[src/rtl/uart_pkg.sv]
// Shared types and constants for the multi-requester UART transmit scheduler.
// Frame layout is 8N1: one start bit, DATA_W payload bits, one stop bit.
package uart_pkg;

    typedef enum logic [1:0] {
        IDLE  = 2'd0,
        START = 2'd1,
        DATA  = 2'd2,
        STOP  = 2'd3
    } uart_state_e;

    localparam int UART_DIV_W       = 14;
    localparam int UART_DEFAULT_DIV = 10416;
    localparam int UART_MIN_DIV     = 2;
    localparam int UART_DATA_W      = 8;

    function automatic int frame_len(input int data_w);
        return 1 + data_w + 1;
    endfunction

    localparam int UART_FRAME_LEN = frame_len(UART_DATA_W);

endpackage

[src/rtl/uart_baud_tick.sv]
// Loadable modulo-div counter: pulses tick on the last cycle of every bit period.
// Clearing restarts the period so the first bit after a grant is full length.
module uart_baud_tick #(
    parameter int DIV_W = 14
) (
    input  logic             clk,
    input  logic             rst_n,
    input  logic             clr,
    input  logic [DIV_W-1:0] div,
    output logic             tick
);

    logic [DIV_W-1:0] cnt_q;
    logic [DIV_W-1:0] cnt_d;

    always_comb begin
        tick  = !clr && (cnt_q == div - DIV_W'(1));
        cnt_d = cnt_q + DIV_W'(1);
        if (clr || tick) begin
            cnt_d = '0;
        end
    end

    always_ff @(posedge clk or negedge rst_n) begin
        if (!rst_n) begin
            cnt_q <= '0;
        end else begin
            cnt_q <= cnt_d;
        end
    end

endmodule

[src/rtl/uart_tx_sched.sv]
// Round-robin scheduler sharing one 8N1 TX line between NUM_REQ clients,
// with a runtime baud divisor that only ever changes between frames.
module uart_tx_sched
    import uart_pkg::*;
#(
    parameter int NUM_REQ     = 4,
    parameter int DATA_W      = UART_DATA_W,
    parameter int DIV_W       = UART_DIV_W,
    parameter int DEFAULT_DIV = UART_DEFAULT_DIV
) (
    input  logic                       clk,
    input  logic                       rst_n,
    input  logic                       cfg_we,
    input  logic [DIV_W-1:0]           cfg_div,
    input  logic [NUM_REQ-1:0]         req,
    input  logic [NUM_REQ*DATA_W-1:0]  req_data,
    output logic [NUM_REQ-1:0]         grant,
    output logic                       busy,
    output logic [$clog2(NUM_REQ)-1:0] cur_id,
    output logic                       tx
);

    localparam int ID_W  = $clog2(NUM_REQ);
    localparam int BIT_W = $clog2(DATA_W);

    uart_state_e       state_q;
    logic              tx_q;
    logic [ID_W-1:0]   cur_id_q;
    logic [ID_W-1:0]   rr_q;
    logic [DIV_W-1:0]  div_q;
    logic [DIV_W-1:0]  div_pend_q;
    logic              div_pend_vld_q;
    logic [DATA_W-1:0] shift_q;
    logic [BIT_W-1:0]  bit_q;

    logic              tick;
    logic              gnt_any;
    logic [ID_W-1:0]   gnt_id;
    logic [ID_W-1:0]   cand;
    logic [ID_W-1:0]   rr_next;
    logic [NUM_REQ-1:0] gnt_vec;
    logic [DATA_W-1:0] gnt_data;
    logic [DIV_W-1:0]  cfg_div_clamped;

    // Scan from rr_q upward with wrap; the first requester found wins.
    always_comb begin
        gnt_any = 1'b0;
        gnt_id  = '0;
        cand    = rr_q;
        if (state_q == IDLE) begin
            for (int i = 0; i < NUM_REQ; i++) begin
                if (!gnt_any && req[cand]) begin
                    gnt_any = 1'b1;
                    gnt_id  = cand;
                end
                cand = (cand == ID_W'(NUM_REQ - 1)) ? '0 : cand + ID_W'(1);
            end
        end
        gnt_vec  = '0;
        gnt_data = '0;
        for (int k = 0; k < NUM_REQ; k++) begin
            gnt_vec[k] = gnt_any && (gnt_id == ID_W'(k));
            if (gnt_id == ID_W'(k)) begin
                gnt_data = req_data[k*DATA_W +: DATA_W];
            end
        end
        rr_next = (gnt_id == ID_W'(NUM_REQ - 1)) ? '0 : gnt_id + ID_W'(1);
        cfg_div_clamped = (cfg_div < DIV_W'(UART_MIN_DIV)) ? DIV_W'(UART_MIN_DIV) : cfg_div;
    end

    uart_baud_tick #(
        .DIV_W (DIV_W)
    ) u_baud_tick (
        .clk   (clk),
        .rst_n (rst_n),
        .clr   (gnt_any),
        .div   (div_q),
        .tick  (tick)
    );

    // Case arms come after the config block so the IDLE-entry update of the divisor wins.
    always_ff @(posedge clk or negedge rst_n) begin
        if (!rst_n) begin
            state_q        <= IDLE;
            tx_q           <= 1'b1;
            cur_id_q       <= '0;
            rr_q           <= '0;
            div_q          <= DIV_W'(DEFAULT_DIV);
            div_pend_q     <= '0;
            div_pend_vld_q <= 1'b0;
            shift_q        <= '0;
            bit_q          <= '0;
        end else begin
            if (cfg_we) begin
                if (state_q == IDLE && !gnt_any) begin
                    div_q <= cfg_div_clamped;
                end else begin
                    div_pend_q     <= cfg_div_clamped;
                    div_pend_vld_q <= 1'b1;
                end
            end
            case (state_q)
                IDLE: begin
                    if (gnt_any) begin
                        state_q  <= START;
                        tx_q     <= 1'b0;
                        cur_id_q <= gnt_id;
                        rr_q     <= rr_next;
                        shift_q  <= gnt_data;
                        bit_q    <= '0;
                    end
                end
                START: begin
                    if (tick) begin
                        state_q <= DATA;
                        tx_q    <= shift_q[0];
                        shift_q <= shift_q >> 1;
                    end
                end
                DATA: begin
                    if (tick) begin
                        if (bit_q == BIT_W'(DATA_W - 1)) begin
                            state_q <= STOP;
                            tx_q    <= 1'b1;
                        end else begin
                            tx_q    <= shift_q[0];
                            shift_q <= shift_q >> 1;
                            bit_q   <= bit_q + BIT_W'(1);
                        end
                    end
                end
                STOP: begin
                    if (tick) begin
                        state_q        <= IDLE;
                        div_pend_vld_q <= 1'b0;
                        if (cfg_we) begin
                            div_q <= cfg_div_clamped;
                        end else if (div_pend_vld_q) begin
                            div_q <= div_pend_q;
                        end
                    end
                end
                default: state_q <= IDLE;
            endcase
        end
    end

    assign grant  = gnt_vec;
    assign busy   = (state_q != IDLE);
    assign cur_id = cur_id_q;
    assign tx     = tx_q;

endmodule

[config.mk]
export PLATFORM = sky130hd
export DESIGN_NAME = uart_tx_sched
export DESIGN_NICKNAME = d
export VERILOG_FILES = /design/src/rtl/uart_pkg.sv /design/src/rtl/uart_baud_tick.sv /design/src/rtl/uart_tx_sched.sv
export SDC_FILE = /design/constraint.sdc
export NUM_CORES = 1
export LEC_CHECK = 0
export BUFFER_PORTS_ARGS = -buffer_cell sky130_fd_sc_hd__clkbuf_2
export CAP_MARGIN = 25
export CORE_ASPECT_RATIO = 0.5
export CORE_UTILIZATION = 29
export CTS_CLUSTER_SIZE = 12
export DETAILED_ROUTE_END_ITERATION = 8
export PLACE_DENSITY_LB_ADDON = 0.05
export SLEW_MARGIN = 20
export SYNTH_ARGS = -nofsm -noshare
export SYNTH_HDL_FRONTEND = slang
export SYNTH_SLANG_ARGS = --single-unit
export TNS_END_PERCENT = 100
[constraint.sdc]
create_clock -name clk -period 4.9 [get_ports clk]
set_input_delay 1.225 -clock clk [delete_from_list [all_inputs] [get_ports clk]]
set_output_delay 1.225 -clock clk [all_outputs]
set_load 0.01 [all_outputs]
## After elaboration in Yosys (flattened, before gate mapping)

Cells that the tools add are included.

| cells by class | value |
|---|---|
| reductions and logical operators | 25 |
| equal/unequal tests | 17 |
| order comparisons | 5 |
| muxes and demuxes | 61 |
| $add $sub $neg | 7 |
| bitwise operators | 1 |

Operators with widths:

| operator | number |
|---|---|
| 14-bit 2-to-1 mux | 8 |
| 8-bit 2-to-1 mux | 8 |
| 2-bit 2-to-1 mux | 14 |
| 8-bit case mux with 3 select lines | 1 |
| 1-bit 2-to-1 mux | 20 |
| 14-bit by 1-bit adder with 14-bit output (second input constant) | 1 |
| 14-bit == test | 1 |
| 2-bit == test (second input constant) | 7 |
| 14-bit by 2-bit < comparator with 1-bit output (second input constant) | 1 |
| 14-bit by 1-bit subtractor with 14-bit output (second input constant) | 1 |
| 2-bit by 3-bit < comparator with 1-bit output (second input constant) | 4 |
| 2-bit != test (second input constant) | 6 |
| 5-bit AND reduction | 2 |
| 1-bit logical AND | 9 |
| 3-bit 2-to-1 mux | 3 |
| 2-bit by 1-bit adder with 2-bit output (second input constant) | 4 |
| 1-bit binary-select mux with 2-bit select | 4 |
| 2-bit case mux with 4 select lines | 1 |
| 4-bit AND reduction | 2 |
| 3-bit case mux with 2 select lines | 1 |
| 2-bit by 1-bit == test with 1-bit output (second input constant) | 2 |
| 1-bit zero test | 4 |
| 2-bit zero test | 2 |
| 2-bit AND reduction | 2 |
| 7 further kinds | 8 |

| storage, ports and cells | value |
|---|---|
| word-level logic and storage cells | 126 |
| input bits | 53 |
| register bits | 61 |

## Depth between registers and ports, before layout

| logic depth | value |
|---|---|
| depth after elaboration | 24 |
| mapped depth | 19 |

## By module

From an unflattened synthesis, not the netlist that was laid out.

| unflattened totals | value |
|---|---|
| cells, all modules | 420 |
| area, all modules | 4085.2 µm² |

Modules (own cells, without submodules):

| module | times used | cells each | area each (µm²) |
|---|---|---|---|
| uart_tx_sched | 1 | 288 | 2919.0 |
| uart_baud_tick | 1 | 132 | 1166.1 |

## Worst setup path before layout

No wires, ideal clock.

| timing path | value |
|---|---|
| kind | input to output |
| start point | in req[1] |
| end point | out grant[2] |
| data required time | 3.675 ns |
| data arrival time | 3.528 ns |
| stages | 8 |
| path slack | 0.147 ns |
| path buffers | 3 |
| cell sequence | clkbuf_1 -> nor2b_1 -> mux4_2 -> o311ai_0 -> ha_1 -> clkbuf_1 -> clkbuf_1 -> and2_1 |

| on the way | value |
|---|---|
| cells in the longest elaborated chain, start to end | 18 |
| elaborated cells on any way between the ends | 29 |
| classes of those cells | eq/ne: 1; mux: 21; reduce/logical: 7 |

RTL lines:

| what | line | text |
|---|---|---|
| start, declared | uart_tx_sched.sv:15 | `input logic [NUM_REQ-1:0] req,` |
| 1-bit binary-select mux with 2-bit select | uart_tx_sched.sv:52 | `if (!gnt_any && req[cand]) begin` |
| 1-bit 2-to-1 mux (not written as such) | uart_tx_sched.sv:52 |  |
| 1-bit 2-to-1 mux | uart_tx_sched.sv:52 |  |
| 1-bit 2-to-1 mux | uart_tx_sched.sv:50 | `if (state_q == IDLE) begin` |
| 1-bit zero test | uart_tx_sched.sv:52 |  |
| 1-bit logical AND | uart_tx_sched.sv:52 |  |
| 1-bit 2-to-1 mux | uart_tx_sched.sv:52 |  |
| 1-bit 2-to-1 mux | uart_tx_sched.sv:50 |  |
| (+2 left out) | - |  |
| 1-bit 2-to-1 mux | uart_tx_sched.sv:52 |  |
| 1-bit 2-to-1 mux | uart_tx_sched.sv:50 |  |
| 1-bit zero test | uart_tx_sched.sv:52 |  |
| 1-bit logical AND | uart_tx_sched.sv:52 |  |
| 2-bit 2-to-1 mux | uart_tx_sched.sv:52 |  |
| 2-bit 2-to-1 mux | uart_tx_sched.sv:50 |  |
| 2-bit == test | uart_tx_sched.sv:62 | `gnt_vec[k] = gnt_any && (gnt_id == ID_W'(k));` |
| 1-bit logical AND * | uart_tx_sched.sv:62 |  |
| end, declared | uart_tx_sched.sv:17 | `output logic [NUM_REQ-1:0] grant,` |

Every way passes the cells marked *; elsewhere a longest branch is shown, timed or not. The select of a mux whose other input is x is not followed.

## Worst setup path in the final report

| timing path | value |
|---|---|
| start point | reg rr_q[0] |
| end point | out grant[3] |

| on the way | value |
|---|---|
| cells in the longest elaborated chain, start to end | 18 |
| elaborated cells on any way between the ends | 38 |
| classes of those cells | add/sub: 3; eq/ne: 4; mux: 24; reduce/logical: 7 |

RTL lines:

| what | line | text |
|---|---|---|
| start, declared | uart_tx_sched.sv:29 | `logic [ID_W-1:0] rr_q;` |
| start signal, assigned | uart_tx_sched.sv:108 | `rr_q <= rr_next;` |
| branches (longest 14 deep; another with 2-bit by 1-bit adder with 2-bit output) | - |  |
| 2-bit 2-to-1 mux * | uart_tx_sched.sv:52 |  |
| 2-bit 2-to-1 mux * | uart_tx_sched.sv:50 |  |
| net gnt_id[1] | uart_tx_sched.sv:38 | `logic [ID_W-1:0] gnt_id;` |
| 2-bit == test * | uart_tx_sched.sv:62 |  |
| 1-bit logical AND * | uart_tx_sched.sv:62 |  |

Mark *: on every way through the listed nets, which the timed path passes. The select of a mux whose other input is x is not followed.

==> flow_summary.ini <==
[yosys]
synthAdderAreaFrac_pct = 4.143
synth.distinct_cells = 70
synthXorXnorAreaFrac_pct = 5.220
avgSynthCellArea_um2 = 8.581
async_reset_ff_share_pct = 100.0
synth-edff-count = 0
synth_area_leaders = dfrtp_1, nor2_1, ha_1, nand2_1, nor3_1
muxShareOfSynthArea_pct = 8.285
synth_fp_nets = 596
synth_top_area_cell = dfrtp_1
synth_compound_area_share_pct = 16.10
synth_flop_cell = dfrtp_1
synth_top_area_share_pct = 30.38
yosysWarnings = 0
netlist_area_um2 = 4531
ys_ff_latch = 61
synth_top_family_by_area = simple AND/OR/NAND/NOR gates
postSynthCellCount = 528
ys_seq_area_share_pct = 33.86
synth-simple-area-share_pct = 27.78

[clock_network]
numCtsBuffers = 9
post_cts_buffers = 0
clk_latency_ns = 0.33
cts_tree = built
cts.clk_slew.worst_paths_ns = 0.06
cts_buffer_depth = 2
post_cts_resized = 0
postCtsHoldBufs = 0
clock_sinks = 61
htreeDepth = 3
clockRootBuffer = clkbuf_16

[critical_path]
critPathTopFamily = simple AND/OR/NAND/NOR gates
crit_slowest_cell = mux4_2
start_kind = flop
cp-end-kind = output port
path_cells = ha_1 -> nor2_1 -> mux4_2 -> a22oi_1 -> o22ai_1 -> a21oi_1 -> o21ai_0 -> nand2_1 -> inv_1 -> ha_1 -> and2_1 -> clkbuf_2
max_stage_delay_ns = 0.58
cp_data_arrival_time_ns = 3.36
worst-path-buf-inv = 2
crit_fanout = 11
cp_common_cell = ha_1
crit_required_ns = 3.67
crit_type = reg -> out

[power_and_ir_drop]
p_sw_w = 0.001440
p_comb_share_pct = 52.2
intPower_w = 0.001869
vdd_drop_max_uv = 190.9
power_per_cell_area_nw_per_um2 = 621.7
seq_power_share_pct = 27.5
p_leak_nw = 2.297
swShare_pct = 43.52
clock_power_share_pct = 20.2

[detailed_routing]
drt_iter0_markers = 234
route.detailed.drc = 0
vias_per_cell = 5.097
totalWireLength_um = 12220
num_vias = 3945
dr.pass1.iters = 4
ant_nets = 0
wl_per_cell_um = 15.79

[grt]
grt_max_degree = 45
grt_first_pass_wirelength_um = 20310
grtUsageTotal_pct = 16.03
gr-total-overflow = 0
antenna_found_initial = 0
first_global_vias = 3772

[sta]
fmax_mhz = 218.2
fin_tns_setup_ns = 0
final.setup_skew_ns = 0.008814
whs_ns = 0.4823
hold_violations = 0
relSlewSlack_pct = 44.29
rsz0062_at_grt = false
setup_violations = 0
period_share_pct = 93.51
worst_slew_pin_slew_ns = 0.8356
slew_viol_final = 0
period_needed_ns = 4.582

[hold_path]
min-delay-path-class = reg -> reg

[placement]
io_buffers = 60
gp_congestion = 0.7787
dp_hpwl_um = 8619

[floorplan]
core-area_um2 = 14860
die_w_um = 178.8
core.rowCount = 31
dieArea_um2 = 16160
num_io_pins = 61
start_util_pct = 30.50
die_y_um = 90.38

[final_layout]
final_common_cell = clkbuf_2
final_cell_mix = clkbuf_2, dfrtp_1, nor2_1, nand2_1, nor3_1
nets = 639
drive_gt1_share_pct = 22.57
syn_to_final_growth_pct = 17.45
post-route-util_pct = 35.82
diodes = 0

[run]
cap_violations = 0

[status]
status = complete, no violations
-- layer usage --
metal  wire length, um  track usage [%]  vias to the layer above  share of wire [%]
met3               484            4.125                       12                4.0
li1                  -                -                     1999                  -
met4               118            4.237                        0               0.97
met2              5079            23.22                       78                 42
met5                 0                0                        -                  0
met1              6536            23.24                     1856                 53
-- sequential cells by signal, indices dropped and copies added (netlist names) --
register / flops
div_pend_q: 14
div_q: 14
u_baud_tick.cnt_q: 14
shift_q: 8
bit_q: 3
cur_id: 2
rr_q: 2
state_q: 2
div_pend_vld_q: 1
tx: 1
-- metrics by stage --
| stage | power [W] | instance area (um2) | setup WS (ns) | cells |
|---|---|---|---|---|
| floorplan | 0.002236 | 4531 | 0.1473 | 528 |
| global placement | 0.002663 | 4991 | 0.5276 | 757 |
| detailed placement | 0.002649 | 4991 | 0.4701 | 757 |
| CTS | 0.003339 | 5301 | 0.2943 | 773 |
| global route | 0.003604 | 5321 | 0.04144 | 774 |
| finish | 0.003308 | 5321 | 0.3180 | 774 |
-- power groups by stage --
stage / Sequential (W) / Clock, W / Combinational (W)
after global placement: 0.000922 / 0 / 0.00174
after floorplan: 0.000792 / 0 / 0.00144
after detailed placement: 0.000918 / 0 / 0.00173
final: 0.000911 / 0.000669 / 0.00173
after CTS: 0.000912 / 0.000691 / 0.00174
after global routing: 0.000943 / 0.000713 / 0.00195
-- final cells by class --
class	count	area (um2)
fillers	1562	9534
multi-input cells	416	2793
flip-flops and latches	61	1534
repair buffers	70	387.9
well taps	198	247.7
clock buffers	10	239.0
clock inverters	6	71.32
inverters	13	48.80
-- cell usage after synthesis, types with 5 or more instances --
library cell and count:
and2_1 5, mux2_2 15, nand2_1 48, clkbuf_1 30
and3_1 13, nor4_1 5, nand4b_1 5, o21ai_0 23
o32ai_1 12, a21oi_1 24, a22oi_1 10, xnor2_1 14
nor2b_1 13, inv_1 13, buf_2 5, nand4_1 9
dfstp_2 6, nor3_1 35, dfrtp_1 55, ha_1 15
a31oi_1 5, nand3_1 21, nand2b_1 17, xor2_1 13
mux2_4 8, nor2_1 51
-- cell families after synthesis --
family | after synthesis
compound gates | 105
buf+inv | 51
simple gates | 240
xor+xnor | 27
fa+ha+maj | 15
flops | 61
mux | 29
-- path summary, 6_finish.rpt --
check / startpoint / end / slack [ns] / cells past startpoint
max: rr_q[0] / grant[3] / 0.32 / 12
min: div_pend_q[1] / div_pend_q[1] / 0.48 / 2
max reg2reg: rr_q[0] / shift_q[4] / 0.90 / 16
min reg2reg: div_pend_q[1] / div_pend_q[1] / 0.48 / 2
max in group asynchronous: rst_n / tx / 3.18 / 3
min in group asynchronous: rst_n / u_baud_tick.cnt_q[4] / 0.80 / 1
-- worst register-to-register path: cells and delay by family, from the launching register on --
kind                       cells  cell delay [ns]
AOI/OAI and AO/OA              5             0.72
adders and majority gates      2             0.57
buffers and inverters          3             0.44
DFF                            1             0.51
muxes                          2             0.74
and+or+nand+nor                4             0.98
Note: power is estimated with default switching activity, not from simulation.
